===== src/rtl/aes_sbox_pkg.sv =====
// Shared AES S-box types, tower-field constants and GF(2)/GF(2^2)/GF(2^4) helpers.
// Field tower: GF(2^2)=x^2+x+1, GF(2^4)=y^2+y+PHI, GF(2^8)=z^2+z+LAMBDA.
package aes_sbox_pkg;

  localparam int AES_BLOCK_BYTES = 16;

  typedef logic [127:0] aes_state_t;

  typedef enum logic [1:0] {
    IDLE,
    RUN,
    DONE
  } isb_state_e;

  localparam logic [7:0] AFFINE_C     = 8'h63;
  localparam logic [7:0] INV_AFFINE_C = 8'h05;

  localparam logic [1:0] GF4_PHI    = 2'b10;
  localparam logic [3:0] GF8_LAMBDA = 4'b1100;

  // Row r is the mask of input bits XORed into output bit r.
  localparam logic [7:0][7:0] ISO_MAP = {
    8'hA0, 8'hDE, 8'hAC, 8'hAE, 8'hC6, 8'h9E, 8'h52, 8'h43
  };
  localparam logic [7:0][7:0] INV_ISO_MAP = {
    8'hE2, 8'h44, 8'h62, 8'h76, 8'h3E, 8'h9E, 8'h30, 8'h75
  };

  function automatic logic [7:0] bit_mat_mul(input logic [7:0][7:0] m, input logic [7:0] b);
    logic [7:0] r;
    for (int i = 0; i < 8; i++) begin
      r[i] = ^(m[i] & b);
    end
    return r;
  endfunction

  function automatic logic [7:0] rotl8(input logic [7:0] b, input int unsigned n);
    logic [15:0] t;
    t = {b, b} << n;
    return t[15:8];
  endfunction

  function automatic logic [1:0] gf2_mul(input logic [1:0] a, input logic [1:0] b);
    logic [1:0] r;
    r[1] = (a[1] & b[1]) ^ (a[1] & b[0]) ^ (a[0] & b[1]);
    r[0] = (a[1] & b[1]) ^ (a[0] & b[0]);
    return r;
  endfunction

  function automatic logic [1:0] gf2_sq(input logic [1:0] a);
    return {a[1], a[1] ^ a[0]};
  endfunction

  function automatic logic [3:0] gf4_mul(input logic [3:0] a, input logic [3:0] b);
    logic [1:0] hh, hl, lh, ll;
    hh = gf2_mul(a[3:2], b[3:2]);
    hl = gf2_mul(a[3:2], b[1:0]);
    lh = gf2_mul(a[1:0], b[3:2]);
    ll = gf2_mul(a[1:0], b[1:0]);
    return {hh ^ hl ^ lh, gf2_mul(hh, GF4_PHI) ^ ll};
  endfunction

  function automatic logic [3:0] gf4_sq(input logic [3:0] a);
    logic [1:0] hs;
    hs = gf2_sq(a[3:2]);
    return {hs, gf2_mul(hs, GF4_PHI) ^ gf2_sq(a[1:0])};
  endfunction

  // In GF(2^2) the inverse equals the square (d^3 = 1); zero maps to zero.
  function automatic logic [3:0] gf4_inv(input logic [3:0] a);
    logic [1:0] h, l, d, di;
    h  = a[3:2];
    l  = a[1:0];
    d  = gf2_mul(gf2_sq(h), GF4_PHI) ^ gf2_mul(h, l) ^ gf2_sq(l);
    di = gf2_sq(d);
    return {gf2_mul(h, di), gf2_mul(h ^ l, di)};
  endfunction

  function automatic logic [7:0] inv_affine(input logic [7:0] b);
    return rotl8(b, 1) ^ rotl8(b, 3) ^ rotl8(b, 6) ^ INV_AFFINE_C;
  endfunction

  function automatic logic [7:0] fwd_affine(input logic [7:0] b);
    return b ^ rotl8(b, 1) ^ rotl8(b, 2) ^ rotl8(b, 3) ^ rotl8(b, 4) ^ AFFINE_C;
  endfunction

endpackage


===== src/rtl/inv_sbox_composite.sv =====
// Single-byte combinational AES inverse S-box via GF((2^4)^2) inversion.
// INV_SUB_BYTES_FWD_EN adds a fwd select that reuses the same inverter for the forward S-box.
module inv_sbox_composite
  import aes_sbox_pkg::*;
(
`ifdef INV_SUB_BYTES_FWD_EN
  input  logic       fwd,
`endif
  input  logic [7:0] in_byte,
  output logic [7:0] out_byte
);

  logic [7:0] field_in;
  logic [7:0] field_inv;
  logic [7:0] mapped_back;
  logic [3:0] ah, al, delta, delta_inv;

`ifdef INV_SUB_BYTES_FWD_EN
  assign field_in = fwd ? bit_mat_mul(ISO_MAP, in_byte)
                        : bit_mat_mul(ISO_MAP, inv_affine(in_byte));
`else
  assign field_in = bit_mat_mul(ISO_MAP, inv_affine(in_byte));
`endif

  // (ah*z + al)^-1 = (ah*z + ah + al) / (ah^2*LAMBDA + ah*al + al^2)
  assign ah        = field_in[7:4];
  assign al        = field_in[3:0];
  assign delta     = gf4_mul(gf4_sq(ah), GF8_LAMBDA) ^ gf4_mul(ah, al) ^ gf4_sq(al);
  assign delta_inv = gf4_inv(delta);
  assign field_inv = {gf4_mul(ah, delta_inv), gf4_mul(ah ^ al, delta_inv)};

  assign mapped_back = bit_mat_mul(INV_ISO_MAP, field_inv);

`ifdef INV_SUB_BYTES_FWD_EN
  assign out_byte = fwd ? fwd_affine(mapped_back) : mapped_back;
`else
  assign out_byte = mapped_back;
`endif

endmodule


===== src/rtl/inv_sub_bytes_engine.sv =====
// Iterative InvSubBytes: LANES bytes per cycle, result 16/LANES cycles after accept; holds output
// until out_ready, refuses input while busy. INV_SUB_BYTES_FWD_EN adds per-block fwd_i mode select.
module inv_sub_bytes_engine
  import aes_sbox_pkg::*;
#(
  parameter int LANES = 4
) (
  input  logic         clk,
  input  logic         rst_n,
  input  logic         in_valid,
  output logic         in_ready,
  input  logic [127:0] in_state,
  output logic         out_valid,
  input  logic         out_ready,
  output logic [127:0] out_state,
  output logic         busy
`ifdef INV_SUB_BYTES_FWD_EN
  ,
  input  logic         fwd_i
`endif
);

  localparam int NCHUNK = AES_BLOCK_BYTES / LANES;
  localparam int CW     = (NCHUNK > 1) ? $clog2(NCHUNK) : 1;
  localparam logic [CW-1:0] LAST_CHUNK = CW'(NCHUNK - 1);

  if (!(LANES == 1 || LANES == 2 || LANES == 4 || LANES == 8 || LANES == 16)) begin : g_bad_lanes
    $error("inv_sub_bytes_engine: LANES must be 1, 2, 4, 8 or 16");
  end

  isb_state_e state_q, state_d;
  logic [CW-1:0] cnt_q, cnt_d;
  aes_state_t    work_q, work_d;
  logic [7:0]    lane_in  [LANES];
  logic [7:0]    lane_out [LANES];
  int            chunk_base;

`ifdef INV_SUB_BYTES_FWD_EN
  logic fwd_q, fwd_d;
`endif

  assign chunk_base = (NCHUNK == 1) ? 0 : int'(cnt_q) * LANES;

  always_comb begin
    for (int j = 0; j < LANES; j++) begin
      lane_in[j] = work_q[(chunk_base + j) * 8 +: 8];
    end
  end

  for (genvar g = 0; g < LANES; g++) begin : g_lane
    inv_sbox_composite u_sbox (
`ifdef INV_SUB_BYTES_FWD_EN
      .fwd      (fwd_q),
`endif
      .in_byte  (lane_in[g]),
      .out_byte (lane_out[g])
    );
  end

  always_comb begin
    state_d = state_q;
    cnt_d   = cnt_q;
    work_d  = work_q;
`ifdef INV_SUB_BYTES_FWD_EN
    fwd_d   = fwd_q;
`endif
    case (state_q)
      IDLE: begin
        if (in_valid) begin
          state_d = RUN;
          cnt_d   = '0;
          work_d  = in_state;
`ifdef INV_SUB_BYTES_FWD_EN
          fwd_d   = fwd_i;
`endif
        end
      end
      RUN: begin
        for (int j = 0; j < LANES; j++) begin
          work_d[(chunk_base + j) * 8 +: 8] = lane_out[j];
        end
        if (cnt_q == LAST_CHUNK) begin
          state_d = DONE;
        end else begin
          cnt_d = cnt_q + 1'b1;
        end
      end
      DONE: begin
        if (out_ready) begin
          state_d = IDLE;
        end
      end
      default: state_d = IDLE;
    endcase
  end

  always_ff @(posedge clk or negedge rst_n) begin
    if (!rst_n) begin
      state_q <= IDLE;
      cnt_q   <= '0;
      work_q  <= '0;
`ifdef INV_SUB_BYTES_FWD_EN
      fwd_q   <= 1'b0;
`endif
    end else begin
      state_q <= state_d;
      cnt_q   <= cnt_d;
      work_q  <= work_d;
`ifdef INV_SUB_BYTES_FWD_EN
      fwd_q   <= fwd_d;
`endif
    end
  end

  assign in_ready  = (state_q == IDLE);
  assign out_valid = (state_q == DONE);
  assign busy      = (state_q != IDLE);
  assign out_state = work_q;

endmodule


===== config.mk =====
export PLATFORM = sky130hd
export DESIGN_NAME = inv_sub_bytes_engine
export DESIGN_NICKNAME = d
export VERILOG_FILES = /design/src/rtl/aes_sbox_pkg.sv /design/src/rtl/inv_sbox_composite.sv /design/src/rtl/inv_sub_bytes_engine.sv
export SDC_FILE = /design/constraint.sdc
export NUM_CORES = 1
export LEC_CHECK = 0
export BUFFER_PORTS_ARGS = -buffer_cell sky130_fd_sc_hd__buf_2
export CAP_MARGIN = 20
export CORE_UTILIZATION = 59
export DETAILED_ROUTE_END_ITERATION = 16
export PLACE_DENSITY = 0.83
export SYNTH_ARGS = -nofsm -noshare
export SYNTH_HDL_FRONTEND = slang
export SYNTH_SLANG_ARGS = --single-unit

===== constraint.sdc =====
create_clock -name clk -period 9.2 [get_ports clk]
set_clock_uncertainty 0.2 [all_clocks]
set_input_delay 0.92 -clock clk [delete_from_list [all_inputs] [get_ports clk]]
set_output_delay 0.92 -clock clk [all_outputs]
set_load 0.005 [all_outputs]

Yosys cells after proc, flatten, opt, wreduce, memory -nomap -nowiden

Cells that the tools add are included.
Widths: inputs -> output; s select.

$add $sub $neg: 8
Multiply operators: 0
Div/mod/pow operators: 0
Magnitude comparators: 0
Eq/ne operators: 7
Shifts and indexed selects: 12
Multiplexer cells: 13
Bitwise logic cells: 564
Reductions and logical operators: 70

Operator list:

| cell                     | count |
|---|---|
| $bwmux 128               | 4 |
| $reduce_xor 8->1         | 64 |
| $shift 8x33->128 const A | 4 |
| $shiftx 8x33->128        | 4 |
| $shiftx 128x32->8        | 3 |
| $pmux 128 s2             | 1 |
| $and 1x1->1              | 240 |
| $xor 1x1->1              | 240 |
| $mux 128                 | 1 |
| $shiftx 128x8->8         | 1 |
| $xor 2x2->2              | 60 |
| $neg 8->33               | 3 |
| $xor 8x8->8              | 8 |
| $xor 4x4->4              | 12 |
| $neg 7->33               | 1 |
| $add 4x2->5 const B      | 2 |
| $mux 2                   | 5 |
| $not 2->2                | 4 |
| $ne 2x2->1 const B       | 3 |
| $pmux 2 s3               | 1 |
| $reduce_and 3->1         | 2 |
| $add 4x1->5 const B      | 1 |
| $eq 2x2->1 const B       | 2 |
| $pmux 2 s2               | 1 |
| 6 further kinds          | 7 |

Flip-flop bits (word level): 132
Bits in latches: 0
RAM bits: 0
Memory bits (read-only): 0
Logic and storage cells: 677
Memories kept: 0

Longest topological paths before layout

Depth in word-level cells: 33
Gate-level depth with buffers: 32

Cells and area by module

Synthesis repeated with hierarchy kept, for this count alone.

Cells, all modules: 1700
Area, all modules: 16176.8 µm²

By module, submodules not included:

| module               | times used | cells an instance | area an instance (µm²) | seq. area each (µm²) |
|---|---|---|---|---|
| inv_sbox_composite   | 4          | 280               | 2170.8                 | 0.0 |
| inv_sub_bytes_engine | 1          | 580               | 7493.4                 | 3303.2 |

Worst setup path before layout

Ideal clock, no wire load.

Kind: register to register
Start: register cnt_q[0]
End: register work_q[103] (netlist: out_state[103])
Setup time: 0.127 ns
Arrival: 7.397 ns
Setup slack: 1.476 ns
Cell stages (with the launch flop): 31
Buffers on the path: 6
Period minus slack after synthesis: 7.724 ns
Cell sequence: dfrtp_1 > buf_6 > buf_6 > buf_8 > buf_6 > mux4_2 > xnor2_4 > xnor2_1 > xor2_1 > xnor2_1 > clkinv_1 > ha_1 > xor2_1 > xnor2_1 > xnor2_1 > xor2_1 > inv_2 > ha_1 > clkbuf_1 > nand4_1 > o211a_1 > and3_1 > buf_2 > a211oi_1 > nor4_1 > a211oi_1 > xnor2_1 > xnor3_1 > xnor3_1 > a221oi_1 > nor2_1

Cells in the longest elaborated chain, start to end: 33
Elaborated cells between the ends (all ways): 652

Ends and longest elaborated chain:

| element                                                               | line                                                   | RTL |
|---|---|---|
| start: declaration                                                    | inv_sub_bytes_engine.sv:32                             | `logic [CW-1:0] cnt_q, cnt_d;` |
| start signal: assignment                                              | inv_sub_bytes_engine.sv:107                            | `cnt_q <= cnt_d;` |
| $add 4x1->5 / $shiftx 128x8->8 (equally long branches)                | inv_sub_bytes_engine.sv:46, inv_sub_bytes_engine.sv:80 |  |
| $shiftx 128x32->8 / $xor 8x8->8 (equally long branches)               | inv_sub_bytes_engine.sv:46, aes_sbox_pkg.sv:80         |  |
| $xor 8x8->8                                                           | aes_sbox_pkg.sv:80                                     | `return rotl8(b, 1) ^ rotl8(b, 3) ^ rotl8(b, 6) ^ INV_AFFINE_C;` |
| $xor 8x8->8 / $not 2->2 (equally long branches)                       | --                                                     |  |
| $not 2->2 (no source line) / $reduce_xor 8->1 (equally long branches) | --                                                     |  |
| $reduce_xor 8->1, or another cell as far along                        | aes_sbox_pkg.sv:32                                     | `r[i] = ^(m[i] & b);` |
| $and 1x1->1, or another cell as far along                             | aes_sbox_pkg.sv:45, aes_sbox_pkg.sv:46                 |  |
| $xor 1x1->1                                                           | aes_sbox_pkg.sv:45                                     | `r[1] = (a[1] & b[1]) ^ (a[1] & b[0]) ^ (a[0] & b[1]);` |
| (+15 left out)                                                        | --                                                     |  |
| $xor 1x1->1                                                           | aes_sbox_pkg.sv:45                                     |  |
| $xor 1x1->1 / $xor 2x2->2 (equally long branches) (2 in a row)        | aes_sbox_pkg.sv:45, aes_sbox_pkg.sv:60                 |  |
| $xor 2x2->2 / $reduce_xor 8->1 (equally long branches)                | aes_sbox_pkg.sv:60, aes_sbox_pkg.sv:32                 |  |
| $reduce_xor 8->1 / $shiftx 8x33->128 (equally long branches)          | aes_sbox_pkg.sv:32, inv_sub_bytes_engine.sv:80         |  |
| $shiftx 8x33->128 / $bwmux 128 (equally long branches)                | inv_sub_bytes_engine.sv:80                             | `work_d[(chunk_base + j) * 8 +: 8] = lane_out[j];` |
| $bwmux 128 (2 in a row)                                               | inv_sub_bytes_engine.sv:80                             |  |
| $bwmux 128 (*)                                                        | inv_sub_bytes_engine.sv:80                             |  |
| $pmux 128 s2 (*)                                                      | inv_sub_bytes_engine.sv:67                             | `case (state_q)` |
| end signal: assignment                                                | inv_sub_bytes_engine.sv:108                            | `work_q <= work_d;` |
| end: declaration                                                      | inv_sub_bytes_engine.sv:33                             | `aes_state_t work_q, work_d;` |

Mark *: on every way between the ends. The rest lies on a longest branch, timed or not.
A chain may end at the register's enable or synchronous reset.

Worst setup path after layout

Start: register cnt_q[0]
End: register work_q[111] (netlist: out_state[111])

The elaborated chain is that of the path after synthesis.

==> metrics.md <==
| Metric | Value |
|---|---|
| Via/cell ratio | `6.75` |
| Row count | `58` |
| Starting DRT DRC Count | `2360` |
| Area delta synth->final | `12.7%` |
| Launching point of the worst reg2reg path | `cnt_q[0]` |
| Post-route cell area | `17300 um^2` |
| Synth async-reset ratio | `100%` |
| Worst Tran Pin Value | `about 1200 ps` |
| Gr ovfl total | `0` |
| Hold slack | `256 ps` |
| Min Tclk post-route | `8740 ps` |
| Commonest non-fill, non-tap cell in the layout | `nor2_1` |
| Nets@finish | `between 2000 and 2500` |
| Die W | `163 um` |
| Core area | `25400 um^2` |
| Post-CTS Setup Bufs | `0` |
| Largest delay share family, worst path | `XOR/XNOR gates` |
| Highest Clock Rate | `114 MHz` |
| Clk buf depth | `2` |
| Wire length of the first global-routing pass | `79800 um` |
| CTS root buffer | `clkbuf_16` |
| # fillers | `a little over 2000` |
| Critical Path Sink Type | `flop` |
| Gate Count Post-Synth | `1809` |
| Distinct cell type count after synthesis | `between 100 and 150` |
| Largest net degree at the start of global routing | `around 110` |
| Die height | `163 um` |
| Routed WL | `51300 um` |
| Mapped Area | `15400 um^2` |
| FF-to-FF path depth | `24` |
| Setup CP Type | `flop to flop` |
| Resized Gates After CTS | `0` |
| Slowest-stage cell, CP | `dfrtp_4` |
| Gpl congestion | `0.989` |
| Worst slew margin | `20.6%` |
| Syn avg cell area | `8.50 um^2` |
| Buf/Inv on CP | `3` |
| Arr. time, crit path | `8810 ps` |
| DRC Markers | `0` |
| WP data required | `just over 9000 ps` |
| TritonCTS clock tree | `yes` |
| Input/output buffers | `between 200 and 300` |
| Hold buffer count at cts | `0` |
| Layout cells sized above 1 | `22.6%` |
| WL per Instance | `21.9 um` |
| Number of global-route vias before repair | `14700` |
| DR vias | `between 15000 and 20000` |
| Most frequent cells in the layout | `nor2_1 (264), buf_2 (261), xnor2_1 (161)` |
| R2r setup slk | `460 ps` |
| Inserted Clock Buffers | `17` |
| Hold WC Path Type | `primary input to async pin` |
| Area after DPL | `around 17000 um^2` |
| Top FF cell, synth | `dfrtp_1` |
| CP peak stage delay | `730 ps` |
| Post-Layout Cell Count | `2340` |
| Crit path top cell by count | `xnor2_1` |
| Capturing point of the worst reg2reg path | `out_state[111]` |
| Clk Latency, worst-skew pair | `440 ps` |
| Status | `complete, no violations` |
| Final worst-path cycle share | `95.0%` |
| Max-slew violation count | `0` |
| Warnings, synthesis | `0` |
| Initial core utilization | `60.5%` |
| DP Cell Count | `around 2300` |
| Post-synthesis sequential area ratio | `21.5%` |
| Final hold violation count | `0` |
| Clock Pin Slew Worst Setup and Hold Paths | `around 70 ps` |
| Worst Setup Start Kind | `flop` |
| Max-Cap Viols | `0` |
| # setup viols final | `0` |
| Htree depth | `4` |
| Antenna Violating Nets Remaining | `0` |
| Pre-antenna DRT Iters | `8` |
| Initial antenna violation count | `5` |
| # IOs | `263` |
| Syn Nets | `1964` |
| Total track usage | `between 30% and 40%` |
| CP max FO | `24` |
| Post-layout util | `68.2%` |
| Clock sinks | `132` |
| HPWL Detailed | `between 30000 and 40000 um` |
| EDFF count, synth | `0` |
| Worst path cell trace | `buf_4, mux4_2, xor2_1, xor2_2, inv_2, ha_1, xnor2_1, xnor2_1, xor2_1, xnor3_2, ha_1, inv_1, o22ai_1, a311oi_2, xor2_1, nor2_1, o21ai_0, nor4bb_1, xnor2_1, xnor2_1, xnor2_1, xnor2_1, a22oi_1, o21ai_0` |
| Die area | `between 20000 and 30000 um^2` |
| Synthesis-stage register bit count | `around 130` |
[state kept, by name (all words and copies together), names as in the netlist]
signal,count
out_state,128
cnt_q,2
state_q,2
[worst max path at each step]
| stage | from | endpoint | slack (ps) | depth (start not counted) |
|---|---|---|---|---|
| after floorplan | cnt_q[0] | out_state[103] | 1480 | 30 |
| after global placement | cnt_q[0] | out_state[92] | 660 | 25 |
| after detailed placement | cnt_q[0] | out_state[124] | 460 | 25 |
| after CTS | cnt_q[0] | out_state[8] | 390 | 24 |
| after global routing | cnt_q[0] | out_state[8] | -4 | 25 |
| final | cnt_q[0] | out_state[111] | 460 | 24 |
[synth_stat cells (10+ instances only)]
| library cell | n | area (um^2) |
|---|---|---|
| nor2_1 | 267 | 1000 |
| xnor2_1 | 161 | 1410 |
| nand2_1 | 133 | 499 |
| dfrtp_1 | 132 | 3300 |
| a21oi_1 | 99 | 495 |
| o21ai_0 | 75 | 375 |
| clkbuf_1 | 72 | 270 |
| a221oi_1 | 71 | 622 |
| xor2_1 | 56 | 490 |
| o22ai_1 | 42 | 263 |
| mux2i_1 | 37 | 370 |
| inv_1 | 35 | 131 |
| nand3_1 | 33 | 165 |
| mux4_2 | 32 | 721 |
| a22oi_1 | 29 | 218 |
| nor3_1 | 29 | 145 |
| xnor3_1 | 28 | 631 |
| buf_2 | 26 | 130 |
| and3_1 | 25 | 156 |
| o21ai_1 | 24 | 120 |
| ha_1 | 23 | 288 |
| xnor2_2 | 22 | 358 |
| nand2b_1 | 21 | 131 |
| o211ai_1 | 19 | 143 |
| a211oi_1 | 16 | 120 |
| and2_1 | 15 | 93.8 |
| a21o_1 | 12 | 90.1 |
| buf_4 | 12 | 90.1 |
| nand4_1 | 11 | 68.8 |
| nor2b_1 | 11 | 68.8 |
| o21a_1 | 11 | 82.6 |
| o221ai_1 | 10 | 87.6 |
| xor2_2 | 10 | 163 |
[kinds of logic after synthesis]
kind of cell,Yosys count,synth area share [%]
adders and majority gates,24,1.94
xor gates and xnor gates,292,22.4
and+or+nand+nor,596,17.6
buffers and inverters,170,4.92
DFF,132,21.5
muxes,79,7.90
AOI/OAI and AO/OA,516,23.8
[layout make-up]
cell class	count	area (um^2)	share of cell area (%)
Tap cell	330	413	2.38
Clock buffer	19	433	2.50
Inverter	47	176	1.02
Sequential cell	132	3310	19.1
Antenna cell	8	20.0	0.115
Timing Repair Buffer	284	1480	8.55
Multi-Input combinational cell	1507	11400	65.8
Clock inverter	13	104	0.599
[layer usage]
metal	wire length, um	share of wire, %	up-vias	GRT usage, %
met4	2360	4.6	0	18.4
met1	20100	39	7496	51.2
met2	23200	45	1099	59.4
met5	0	0	-	0
li1	-	-	7001	-
met3	5580	11	199	7.75
[stage by stage]
stage	setup WS, ps	setup TNS [ps]
finish	457	0
detailed placement	455	0
global placement	659	0
global route	-4.30	-4.30
floorplan	1480	0
CTS	388	0
[worst reg2reg max path, stage by stage (launching register included)]
cell and delay (ps):
dfrtp_4 730, buf_4 330, mux4_2 690, xor2_1 510, xor2_2 450, inv_2 230, ha_1 340, xnor2_1 210
xnor2_1 150, xor2_1 280, xnor3_2 380, ha_1 320, inv_1 200, o22ai_1 140, a311oi_2 570, xor2_1 430
nor2_1 120, o21ai_0 150, nor4bb_1 570, xnor2_1 200, xnor2_1 180, xnor2_1 620, xnor2_1 280, a22oi_1 200
o21ai_0 100
Power is left out: the tool's default activity adds up to more than one toggle a clock period on the data nets, which glitch-free logic cannot reach.
